==> src/rtl/madd_pkg.sv <==
// Shared types and constants for the iterative multiply-add unit.
package madd_pkg;

    typedef enum logic [1:0] {
        IDLE,
        CALC,
        DONE
    } state_t;

    localparam logic MODE_MADD = 1'b0;
    localparam logic MODE_MAC  = 1'b1;

endpackage

==> src/rtl/madd_iter_acc_if.sv <==
// Request/response val-rdy bundle of the iterative multiply-add unit.
interface madd_iter_acc_if #(
    parameter int W = 8
);
    logic             in_val;
    logic             in_rdy;
    logic             in_mode;
    logic [W-1:0]     in0;
    logic [W-1:0]     in1;
    logic [2*W-1:0]   in2;
    logic             out_val;
    logic             out_rdy;
    logic [2*W-1:0]   out;

    modport master (
        output in_val, in_mode, in0, in1, in2, out_rdy,
        input  in_rdy, out_val, out
    );

    modport slave (
        input  in_val, in_mode, in0, in1, in2, out_rdy,
        output in_rdy, out_val, out
    );
endinterface

==> src/rtl/madd_iter_acc_dpath.sv <==
// Shift-add datapath: operand shifters, running partial sum, accumulator and step counter.
module madd_iter_acc_dpath
    import madd_pkg::*;
#(
    parameter int W = 8
) (
    input  logic             clk,
    input  logic             reset_n,
    input  logic             load_i,
    input  logic             step_i,
    input  logic             add_i,
    input  logic             commit_i,
    input  logic             mode_i,
    input  logic [W-1:0]     in0_i,
    input  logic [W-1:0]     in1_i,
    input  logic [2*W-1:0]   in2_i,
    output logic             is_last_o,
    output logic             b_lsb_o,
    output logic [2*W-1:0]   partial_o
);
    localparam int CW = (W > 2) ? $clog2(W) : 1;

    logic [2*W-1:0] a_q, a_d;
    logic [W-1:0]   b_q, b_d;
    logic [2*W-1:0] partial_q, partial_d;
    logic [2*W-1:0] acc_q, acc_d;
    logic [CW-1:0]  count_q, count_d;

    always_comb begin
        a_d       = a_q;
        b_d       = b_q;
        partial_d = partial_q;
        acc_d     = acc_q;
        count_d   = count_q;
        if (load_i) begin
            a_d       = {{W{1'b0}}, in0_i};
            b_d       = in1_i;
            partial_d = (mode_i == MODE_MAC) ? acc_q : in2_i;
            count_d   = '0;
        end else if (step_i) begin
            // Sum wraps modulo 2^(2W); the multiplicand walks left as the multiplier walks right.
            if (add_i) begin
                partial_d = partial_q + a_q;
            end
            a_d     = a_q << 1;
            b_d     = b_q >> 1;
            count_d = count_q + 1'b1;
        end
        if (commit_i) begin
            acc_d = partial_q;
        end
    end

    always_ff @(posedge clk) begin
        if (!reset_n) begin
            a_q       <= '0;
            b_q       <= '0;
            partial_q <= '0;
            acc_q     <= '0;
            count_q   <= '0;
        end else begin
            a_q       <= a_d;
            b_q       <= b_d;
            partial_q <= partial_d;
            acc_q     <= acc_d;
            count_q   <= count_d;
        end
    end

    assign is_last_o = (count_q == CW'(W - 1));
    assign b_lsb_o   = b_q[0];
    assign partial_o = partial_q;

endmodule

==> src/rtl/madd_iter_acc.sv <==
// Iterative multiply-add / multiply-accumulate: out = in0*in1 + (in2 or acc) over W shift-add cycles.
module madd_iter_acc
    import madd_pkg::*;
#(
    parameter int W = 8
) (
    input  logic            clk,
    input  logic            reset_n,
    madd_iter_acc_if.slave  bus
);
    state_t state_q, state_d;

    logic           load, step, commit;
    logic           isLast, bLsb;
    logic [2*W-1:0] partial;

    madd_iter_acc_dpath #(.W(W)) u_dpath (
        .clk       (clk),
        .reset_n   (reset_n),
        .load_i    (load),
        .step_i    (step),
        .add_i     (step & bLsb),
        .commit_i  (commit),
        .mode_i    (bus.in_mode),
        .in0_i     (bus.in0),
        .in1_i     (bus.in1),
        .in2_i     (bus.in2),
        .is_last_o (isLast),
        .b_lsb_o   (bLsb),
        .partial_o (partial)
    );

    always_ff @(posedge clk) begin
        if (!reset_n) begin
            state_q <= IDLE;
        end else begin
            state_q <= state_d;
        end
    end

    // in_rdy depends only on state, so out_rdy never reaches it combinationally.
    always_comb begin
        state_d     = state_q;
        load        = 1'b0;
        step        = 1'b0;
        commit      = 1'b0;
        bus.in_rdy  = 1'b0;
        bus.out_val = 1'b0;
        bus.out     = '0;
        case (state_q)
            IDLE: begin
                bus.in_rdy = 1'b1;
                if (bus.in_val) begin
                    load    = 1'b1;
                    state_d = CALC;
                end
            end
            CALC: begin
                step = 1'b1;
                if (isLast) begin
                    state_d = DONE;
                end
            end
            DONE: begin
                bus.out_val = 1'b1;
                bus.out     = partial;
                if (bus.out_rdy) begin
                    commit  = 1'b1;
                    state_d = IDLE;
                end
            end
            default: state_d = IDLE;
        endcase
    end

endmodule

==> src/flat_wrapper.sv <==
// flat-port wrapper written by rule: the top's interface ports become plain ports
module madd_iter_acc_flat import madd_pkg::*;
#(
    parameter int W = 8
)
  (clk, reset_n, bus_in_val, bus_in_mode, bus_in0, bus_in1, bus_in2, bus_out_rdy, bus_in_rdy, bus_out_val, bus_out);
  madd_iter_acc_if #(.W(W)) bus_i ();
  input  logic clk;
  input  logic reset_n;
  input wire logic [$bits(bus_i.in_val)-1:0] bus_in_val;
  input wire logic [$bits(bus_i.in_mode)-1:0] bus_in_mode;
  input wire logic [$bits(bus_i.in0)-1:0] bus_in0;
  input wire logic [$bits(bus_i.in1)-1:0] bus_in1;
  input wire logic [$bits(bus_i.in2)-1:0] bus_in2;
  input wire logic [$bits(bus_i.out_rdy)-1:0] bus_out_rdy;
  output wire logic [$bits(bus_i.in_rdy)-1:0] bus_in_rdy;
  output wire logic [$bits(bus_i.out_val)-1:0] bus_out_val;
  output wire logic [$bits(bus_i.out)-1:0] bus_out;
  assign bus_i.in_val = bus_in_val;
  assign bus_i.in_mode = bus_in_mode;
  assign bus_i.in0 = bus_in0;
  assign bus_i.in1 = bus_in1;
  assign bus_i.in2 = bus_in2;
  assign bus_i.out_rdy = bus_out_rdy;
  assign bus_in_rdy = bus_i.in_rdy;
  assign bus_out_val = bus_i.out_val;
  assign bus_out = bus_i.out;
  madd_iter_acc #(.W(W)) u_core (.clk(clk), .reset_n(reset_n), .bus(bus_i));
endmodule
==> config.mk <==
export PLATFORM = sky130hd
export DESIGN_NAME = madd_iter_acc_flat
export DESIGN_NICKNAME = d
export VERILOG_FILES = /design/src/rtl/madd_pkg.sv /design/src/rtl/madd_iter_acc_if.sv /design/src/rtl/madd_iter_acc_dpath.sv /design/src/rtl/madd_iter_acc.sv /design/src/flat_wrapper.sv
export SDC_FILE = /design/constraint.sdc
export NUM_CORES = 1
export LEC_CHECK = 0
export ABC_AREA = 1
export CORE_MARGIN = 2
export CORE_UTILIZATION = 35
export CTS_BUF_LIST = sky130_fd_sc_hd__clkbuf_8 sky130_fd_sc_hd__clkbuf_16
export DETAILED_ROUTE_END_ITERATION = 10
export DONT_BUFFER_PORTS = 1
export PLACE_DENSITY_LB_ADDON = 0.12
export SLEW_MARGIN = 10
export SYNTH_ARGS = -nofsm -noshare
export SYNTH_HDL_FRONTEND = slang
export SYNTH_HIERARCHICAL = 1
export SYNTH_SLANG_ARGS = --single-unit
==> constraint.sdc <==
create_clock -name clk -period 1.5 [get_ports clk]
set_input_delay 0.3 -clock clk [delete_from_list [all_inputs] [get_ports clk]]
set_output_delay 0.3 -clock clk [all_outputs]
set_load 0.05 [all_outputs]
==> results of run 1 <==
-- final cells by class --
cell class / count / share of cell area (%)
Clock buffer: 9 / 2.169
Multi-Input combinational cell: 420 / 47.40
Inverter: 86 / 6.090
Timing Repair Buffer: 107 / 17.79
Clock inverter: 7 / 1.292
Sequential cell: 61 / 22.28
Tap cell: 136 / 2.979
-- synthesized netlist by cell type, types with 2 or more instances --
| master | instances |
|---|---|
| buf_6 | 2 |
| buf_4 | 4 |
| nand2_2 | 5 |
| or2_0 | 2 |
| o211ai_1 | 4 |
| clkbuf_1 | 8 |
| inv_1 | 83 |
| nor2_1 | 75 |
| nand2_1 | 169 |
| dfxtp_1 | 61 |
| nand3b_1 | 3 |
| xnor2_1 | 2 |
| o21ai_0 | 42 |
| buf_2 | 8 |
| ha_1 | 17 |
| or2_1 | 4 |
| a31oi_1 | 3 |
| a21oi_1 | 49 |
| nor3_1 | 2 |
| a22oi_1 | 6 |
| nand3_1 | 23 |
| inv_2 | 2 |
| nand3_2 | 3 |
-- power groups by stage --
stage	registers [mW]	clock network [mW]	logic, mW
floorplan	1.79	0	0.533
global placement	1.79	0	0.825
detailed placement	1.79	0	0.837
CTS	1.78	1.56	0.944
global route	1.79	1.62	1.19
finish	1.78	1.51	1.09
-- cells in the final DEF (no fill, tap or decap), types with 5 or more instances in the layout --
cell / Yosys / final
o21ai_0: 42 / 38
inv_2: 2 / 6
nand2_1: 169 / 137
a21oi_2: 0 / 16
nand3_2: 3 / 10
nand2_4: 1 / 10
a21oi_1: 49 / 31
dfxtp_2: 0 / 23
nor2_4: 1 / 19
buf_6: 2 / 18
nand3_1: 23 / 13
clkbuf_8: 0 / 9
nand2_2: 5 / 27
buf_12: 0 / 6
inv_4: 0 / 5
dfxtp_4: 0 / 6
nor2_1: 75 / 55
buf_4: 4 / 77
dfxtp_1: 61 / 32
inv_1: 83 / 72
ha_4: 0 / 15
-- sequential cells by signal, summed over array words and instances, names as in the netlist --
register                  count
u_core/u_dpath/b_q            8
u_core/state_q                2
u_core/u_dpath/a_q           16
u_core/u_dpath/acc_q         16
u_core/u_dpath/partial_o     16
u_core/u_dpath/count_q        3
-- critical path: stages, from the launching register on --
cell,delay (ns)
dfxtp_2,0.32
buf_6,0.12
inv_6,0.06
nand2_8,0.09
buf_16,0.18
nor2_4,0.10
buf_8,0.15
-- worst paths after layout --
check | start | to | cells past startpoint
worst min-delay path | reset_n | u_core/u_dpath/b_q[3] | 2
worst min register to register | u_core/u_dpath/count_q[2] | u_core/u_dpath/count_q[2] | 2
worst max-delay path | u_core/state_q[0] | bus_out[11] | 6
worst max register to register | u_core/u_dpath/partial_o[0] | u_core/u_dpath/partial_o[8] | 10
-- logic make-up after synthesis --
group           count (synthesis)  synth area share [%]
buf+inv                       110                 12.20
simple gates                  294                 33.06
xor+xnor                        3                0.7058
compound gates                105                 14.99
fa+ha+maj                      18                 6.250
flops                          61                 32.80
-- metal layers --
| layer | share of wire, % | track usage [%] | up-vias |
|---|---|---|---|
| met1 | 45 | 27.81 | 1942 |
| li1 | - | - | 2052 |
| met4 | 1.3 | 4.545 | 0 |
| met3 | 4.7 | 4.620 | 16 |
| met2 | 49 | 35.49 | 100 |
| met5 | 0 | 0 | - |
-- what timing repair did --
item                                   4_1_cts  5_1_grt
gates cloned                                 2        0
endpoints found under the hold margin        0        0
setup endpoints to repair                   36       45
resized for setup                           96      114
buffers inserted                             5       15
pin swaps                                    4       49
-- per-stage QoR --
stage / power [mW] / cells / hold WS, ns / util, % / cell area (sq um)
2_1_floorplan: 2.323 / 591 / 0.4218 / - / 3825
3_3_place_gp: 2.612 / 790 / 0.4044 / 44.02 / 4544
3_5_place_dp: 2.628 / 790 / 0.4074 / 44.02 / 4544
4_1_cts: 4.278 / 813 / 0.03586 / 50.89 / 5254
5_1_grt: 4.608 / 826 / 0.03664 / 55.33 / 5712
6_report: 4.385 / 826 / 0.04930 / 55.33 / 5712
==> impl_metrics.toml, run 1 <==
[power_and_ir_drop]
power.density_mw_per_mm2 = 767.7
vdd_drop_max_mv = 0.5264
switching_share_pct = 31.73
intPower_mw = 2.994
pwr-share-comb_pct = 24.9
p_sw_mw = 1.391
pwr-share-clk_pct = 34.4
p_seq_share_pct = 40.7
p_leak_nw = 2.698

[place]
place_congestion = 0.9378
portBuffers = 0
dp_slack_ns = -0.1082
dp_hpwl_um = 8329

[synth]
synth.distinct_cells = 37
yosys_warnings = 6
avgSynthCellArea_sq_um = 6.300
synth_top_area_share_pct = 32.80
synth_seq_cells = 61
syn-num-nets = 646
synth_area_leaders = "dfxtp_1, nand2_1, inv_1"
seq_area_frac_synth_pct = 32.80
synth_edf_count = 0
yosys_most_used_dff = "dfxtp_1"
syn_area_sq_mm = 0.003724
synthCells = 591
async_reset_ff_share_pct = 0
synth_top_area_cell = "dfxtp_1"

[worst_setup_path]
end_kind = "output pin"
arrival_ns = 1.36
crit_required_ns = 1.20
worst-path-max-fanout = 8
r2r_setup_slack_ns = -0.16
startpoint_type = "flop"
path_class = "reg2out"

[global_routing]
antenna_found_initial = 0
grt_pass1_vias = 3805
grt_max_degree = 46
grt_usage_pct = 21.15
grt_pass1_wl_um = 18730
grt_overflow_total = 0

[min_path]
min_path_type = "in2reg"

[cts]
cts_tree = "built"
cts_root_buf = "clkbuf_8"
clk_latency_ns = 0.35
cts.clk_slew.worst_paths_ns = 0.08
clk_path_buf_depth = 2
numCtsBuffers = 9
clock-sinks = 61
h-tree-depth = 3
ctsHoldBuffers = 0

[timing]
rsz0062_at_grt = "yes"
max_freq_mhz = 602.8
min_period_over_period_pct = 110.6
hold_violations = 0
slew_violations = 0
setup_viol = 26
timing.final.ws_setup_ns = -0.1589
worst_pin_slew_ns = 0.3233
relSlewSlack_pct = 78.42
tns_ns = -3.120
period_needed_ns = 1.659
skew_ns = 0.009108

[outcome]
outcome = "complete, but fails checks"
violations = "setup timing"

[die]
num_io_pins = 55
rows = 37
start_util_pct = 36.07
fp.dieH_um = 107.1
die-area_sq_mm = 0.01148
core_area_sq_mm = 0.01032
die_w_um = 107.1

[routing]
routed_via_density = 4.976
wl_per_cell_um = 15.13
postRouteAntennaNets = 0
post-route-drc-count = 0
routed-via-count = 4110
wl_um = 12500
drtIter0Drc = 227
first_pass_iters = 6

[layout]
areaGrowthSynthToFinish_pct = 53.39
finalNetCount = 740
drive_gt1_share_pct = 40.87
diodes = 0
fill_cells = 970
ff_latch_area_sq_mm = 0.001272
multi_input_area_sq_mm = 0.002708

[job]
drv_cap = 0
Note: power is estimated with default switching activity, not from simulation.
==> inputs of run 2 (changes only) <==
- RECOVER_POWER: not set -> 100
==> run 2 against run 1 <==
  * The flow still finishes with violations (setup timing)
  * Clock power hardly changed
  * Flip-flop and latch count unchanged
  * Highest routed layer unchanged
  * Die area did not move
  * Combinational power about the same
==> impl_metrics.toml, run 2 (synthesis gave the netlist of run 1 again) <==
[timing]
tns_ns = -3.150
hold_violations = 0
whs_ns = 0.05243
worst_pin_slew_ns = 0.3212
timing.final.ws_setup_ns = -0.1599
rsz0062_at_grt = "yes"
min_period_over_period_pct = 110.7
relSlewSlack_pct = 78.57
max_freq_mhz = 602.4
period_needed_ns = 1.660
setup_viol = 26
slew_violations = 0
skew_ns = 0.009256

[worst_setup_path]
cpPeakStageDelay_ns = 0.32
path_class = "reg2out"
worst-path-max-fanout = 8
startpoint_type = "flop"
critPathSlowestCell = "dfxtp_2"
crit_required_ns = 1.20
arrival_ns = 1.36
reg2reg_depth = 10
path_cells = "buf_6, inv_6, nand2_8, buf_16, nor2_4, buf_8"
end_kind = "output pin"

[min_path]
min_path_cells = 2
min_path_type = "in2reg"

[cts]
cts_tree = "built"
clk_latency_ns = 0.35
numCtsBuffers = 9
clock-sinks = 61
cts.clk_slew.worst_paths_ns = 0.07
cts_root_buf = "clkbuf_8"
h-tree-depth = 3
clk_path_buf_depth = 2

[die]
start_util_pct = 36.07
rows = 37
die-area_sq_mm = 0.01148
die_w_um = 107.1
num_io_pins = 55
core_area_sq_mm = 0.01032
fp.dieH_um = 107.1

[place]
place_congestion = 0.9378
portBuffers = 0
dp_hpwl_um = 8329
placed_cell_area_sq_mm = 0.004544

[power_and_ir_drop]
power.density_mw_per_mm2 = 769.0
vdd_drop_max_mv = 0.5272
p_leak_nw = 2.696
power.total_mw = 4.389

[global_routing]
grt_pass1_vias = 3805
grt_overflow_total = 0
grt_pass1_wl_um = 18730
grt_max_degree = 46
antenna_found_initial = 0
grt_usage_pct = 21.15

[routing]
wl_um = 12520
first_pass_iters = 5
drtIter0Drc = 234
post-route-drc-count = 0
postRouteAntennaNets = 0
routed-via-count = 4113
routed_via_density = 4.979
wl_per_cell_um = 15.15

[job]
drv_cap = 0

[layout]
diodes = 0
fin_util_pct = 55.28
finalNetCount = 740
drive_gt1_share_pct = 40.87
mostFrequentLayoutCell = "nand2_1"
layout_common_cells = "nand2_1, buf_4, inv_1"
fin_area_sq_mm = 0.005707
areaGrowthSynthToFinish_pct = 53.26

[outcome]
violations = "setup timing"
outcome = "complete, but fails checks"
-- run 2: stage by stage --
stage / setup slack, ns / cells
after floorplan: -0.08364 / 591
after global placement: -0.08811 / 790
after detailed placement: -0.1082 / 790
after CTS: -0.2021 / 813
after global routing: -0.2146 / 826
final: -0.1599 / 826
-- run 2: worst paths after layout --
| path | slack (ns) | from | endpoint |
|---|---|---|---|
| worst min register to register | 0.47 | u_core/u_dpath/b_q[7] | u_core/u_dpath/b_q[7] |
| worst min-delay path | 0.05 | reset_n | u_core/u_dpath/b_q[0] |
| worst max register to register | -0.15 | u_core/u_dpath/partial_o[0] | u_core/u_dpath/partial_o[8] |
| worst max-delay path | -0.16 | u_core/state_q[0] | bus_out[11] |
-- run 2: worst max-delay path, delay by kind of cell (launching register included) --
family	cells	cell delay, ns
flops	1	0.32
simple gates	2	0.19
buf+inv	4	0.51
-- run 2: what timing repair did --
action,4_1_cts,5_1_grt
gates resized for setup,96,114
cloned,2,0
endpoints found under the setup margin,36,45
buffers inserted,5,15
pin swaps,4,49
hold buffers,0,0
endpoints found under the hold margin,0,0
-- run 2: report_power, final --
part / switching (mW) / total, mW / internal [mW]
Clock: 0.740 / 1.51 / 0.773
Combinational: 0.576 / 1.09 / 0.516
Sequential: 0.0812 / 1.78 / 1.70
Total: 1.40 / 4.39 / 2.99
-- run 2: final cells by class --
cell class              count  area, sq um
fillers                   970         4617
multi-input cells         420         2708
flip-flops and latches     61         1272
repair buffers            107         1011
inverters                  86        347.8
well taps                 136        170.2
clock buffers               9        123.9
clock inverters             7        73.82
-- run 2: per-layer routing --
layer | wire, um | GRT usage (%) | vias to the layer above
met5 | 0 | 0 | -
met4 | 221 | 4.545 | 0
met3 | 536 | 4.620 | 22
met2 | 6063 | 35.49 | 103
met1 | 5695 | 27.81 | 1940
li1 | - | - | 2048
==> inputs of run 3 (changes only) <==
- CORE_UTILIZATION: 35 -> 50
==> run 3 against run 2 <==
  * Clock-buffer cell count up 1
  * Largest cell class unchanged
  * Clock power up 4%
  * Die area down 29%
  * Setup slack worse by 0.058 ns
  * The run still ends with setup timing left
==> impl_metrics.toml, run 3 (synthesis gave the netlist of run 1 again) <==
[worst_setup_path]
startpoint_type = "flop"
r2r_setup_slack_ns = -0.22
cpPeakStageDelay_ns = 0.35
reg2reg_depth = 10
end_kind = "flop"
reg2reg_to = "u_core/u_dpath/partial_o[8]"
crit_required_ns = 1.78
path_class = "reg2reg"
cp-startpoint = "u_core/u_dpath/partial_o[0]"
worst-path-max-fanout = 4
arrival_ns = 2.00
critPathSlowestCell = "fa_2"
timing.rr.start = "u_core/u_dpath/partial_o[0]"
path_cells = "ha_4, fa_2, nand2_2, nand2_2, and2_4, nand2_1, nand2_1, xor2_1, nand2_1, a21oi_2"
crit_path_frequent_cell = "nand2_1"

[power_and_ir_drop]
vdd_drop_max_mv = 0.7993
power.density_mw_per_mm2 = 813.4
intPower_mw = 3.020
p_sw_mw = 1.384
pwr-share-clk_pct = 35.6
p_seq_share_pct = 40.5
p_leak_nw = 2.556
pwr-share-comb_pct = 23.8
power.total_mw = 4.404
switching_share_pct = 31.42

[routing]
routed_via_density = 5.305
routed-via-count = 4101
post-route-drc-count = 0
first_pass_iters = 5
wl_um = 12080
wl_per_cell_um = 15.63
postRouteAntennaNets = 0
drtIter0Drc = 371

[layout]
finalNetCount = 724
mostFrequentLayoutCell = "nand2_1"
drive_gt1_share_pct = 35.61
fin_util_pct = 75.04
areaGrowthSynthToFinish_pct = 45.40
fill_cells = 553
diodes = 0
layout_common_cells = "nand2_1, inv_1, buf_4"
fin_area_sq_mm = 0.005414

[cts]
cts.clk_slew.worst_paths_ns = 0.08
h-tree-depth = 3
clock-sinks = 61
clk_path_buf_depth = 2
ctsHoldBuffers = 0
numCtsBuffers = 9
cts_tree = "built"
cts_root_buf = "clkbuf_8"
clk_latency_ns = 0.35

[timing]
rsz0062_at_grt = "yes"
period_needed_ns = 1.718
whs_ns = 0.04543
setup_viol = 42
hold_violations = 0
max_freq_mhz = 582.2
relSlewSlack_pct = 63.73
worst_pin_slew_ns = 0.5435
slew_violations = 0
min_period_over_period_pct = 114.5
timing.final.ws_setup_ns = -0.2176
skew_ns = 0.01301

[place]
place_congestion = 0.9146
placed_cell_area_sq_mm = 0.004431
dp_hpwl_um = 7617
dp_slack_ns = -0.1212
portBuffers = 0

[die]
core_area_sq_mm = 0.007214
rows = 31
start_util_pct = 51.61
fp.dieH_um = 90.30
die-area_sq_mm = 0.008153
die_w_um = 90.30
num_io_pins = 55

[global_routing]
grt_max_degree = 46
grt_overflow_total = 0
grt_pass1_wl_um = 17880
grt_pass1_vias = 3707
grt_usage_pct = 27.81
antenna_found_initial = 0

[min_path]
hp-start = "reset_n"
min_path_type = "in2reg"
holdPathEnd = "u_core/u_dpath/b_q[5]"
min_path_cells = 2

[job]
drv_cap = 0

[outcome]
outcome = "complete, but fails checks"
violations = "setup timing"
-- run 3: changes by cell type in the layout (fill, tap and decap cells not counted), sizes merged --
cell | previous run | this run
buf | 105 | 89
clkinv | 5 | 2
inv | 85 | 87
clkbuf | 11 | 12
-- run 3: through the flow --
step,setup TNS [ns],std cells
5_1_grt,-8.097,773
2_1_floorplan,-0.9885,591
3_5_place_dp,-0.9694,744
3_3_place_gp,-0.5261,744
6_report,-4.402,773
4_1_cts,-3.282,766
-- run 3: critical path: cells and delay by family, from the launching register on --
| kind | cells | cell delay, ns |
|---|---|---|
| xor+xnor | 1 | 0.16 |
| fa+ha+maj | 2 | 0.51 |
| compound gates | 1 | 0.11 |
| simple gates | 6 | 0.53 |
| flops | 1 | 0.34 |
-- run 3: cell type report --
class                   instances  area (sq um)  area share, %
clock inverters                 6         70.07          1.294
multi-input cells             420          2580          47.65
inverters                      86         334.1          6.171
flip-flops and latches         61          1254          23.16
well taps                      99         123.9          2.288
repair buffers                 91         914.6          16.89
clock buffers                  10         137.6          2.542
-- run 3: power by group through the flow --
| stage | Sequential (mW) | Combinational, mW | Clock (mW) |
|---|---|---|---|
| after floorplan | 1.79 | 0.533 | 0 |
| after global placement | 1.79 | 0.818 | 0 |
| after detailed placement | 1.79 | 0.827 | 0 |
| after CTS | 1.77 | 0.917 | 1.58 |
| after global routing | 1.79 | 1.14 | 1.65 |
| final | 1.79 | 1.05 | 1.57 |
-- run 3: metal layers --
metal / up-vias / part of all wire [%] / GRT usage (%)
met5: - / 0 / 0
met4: 0 / 1.8 / 8.077
met3: 20 / 8.0 / 5.927
met2: 170 / 49 / 45.68
met1: 1891 / 41 / 36.96
li1: 2020 / - / -
-- run 3: worst max path at each step --
stage | end | slack, ns | depth (start not counted)
after global routing | u_core/u_dpath/partial_o[8] | -0.28 | 10
after floorplan | bus_out[0] | -0.08 | 4
final | u_core/u_dpath/partial_o[8] | -0.22 | 10
after CTS | bus_out[10] | -0.20 | 6
after detailed placement | u_core/u_dpath/partial_o[10] | -0.12 | 11
after global placement | u_core/u_dpath/partial_o[10] | -0.1 | 11
-- run 3: repair_timing --
item,CTS,global route
buffers inserted,4,6
setup endpoints to repair,41,49
cloned,2,1
gates resized for setup,87,80
pin swaps,10,22
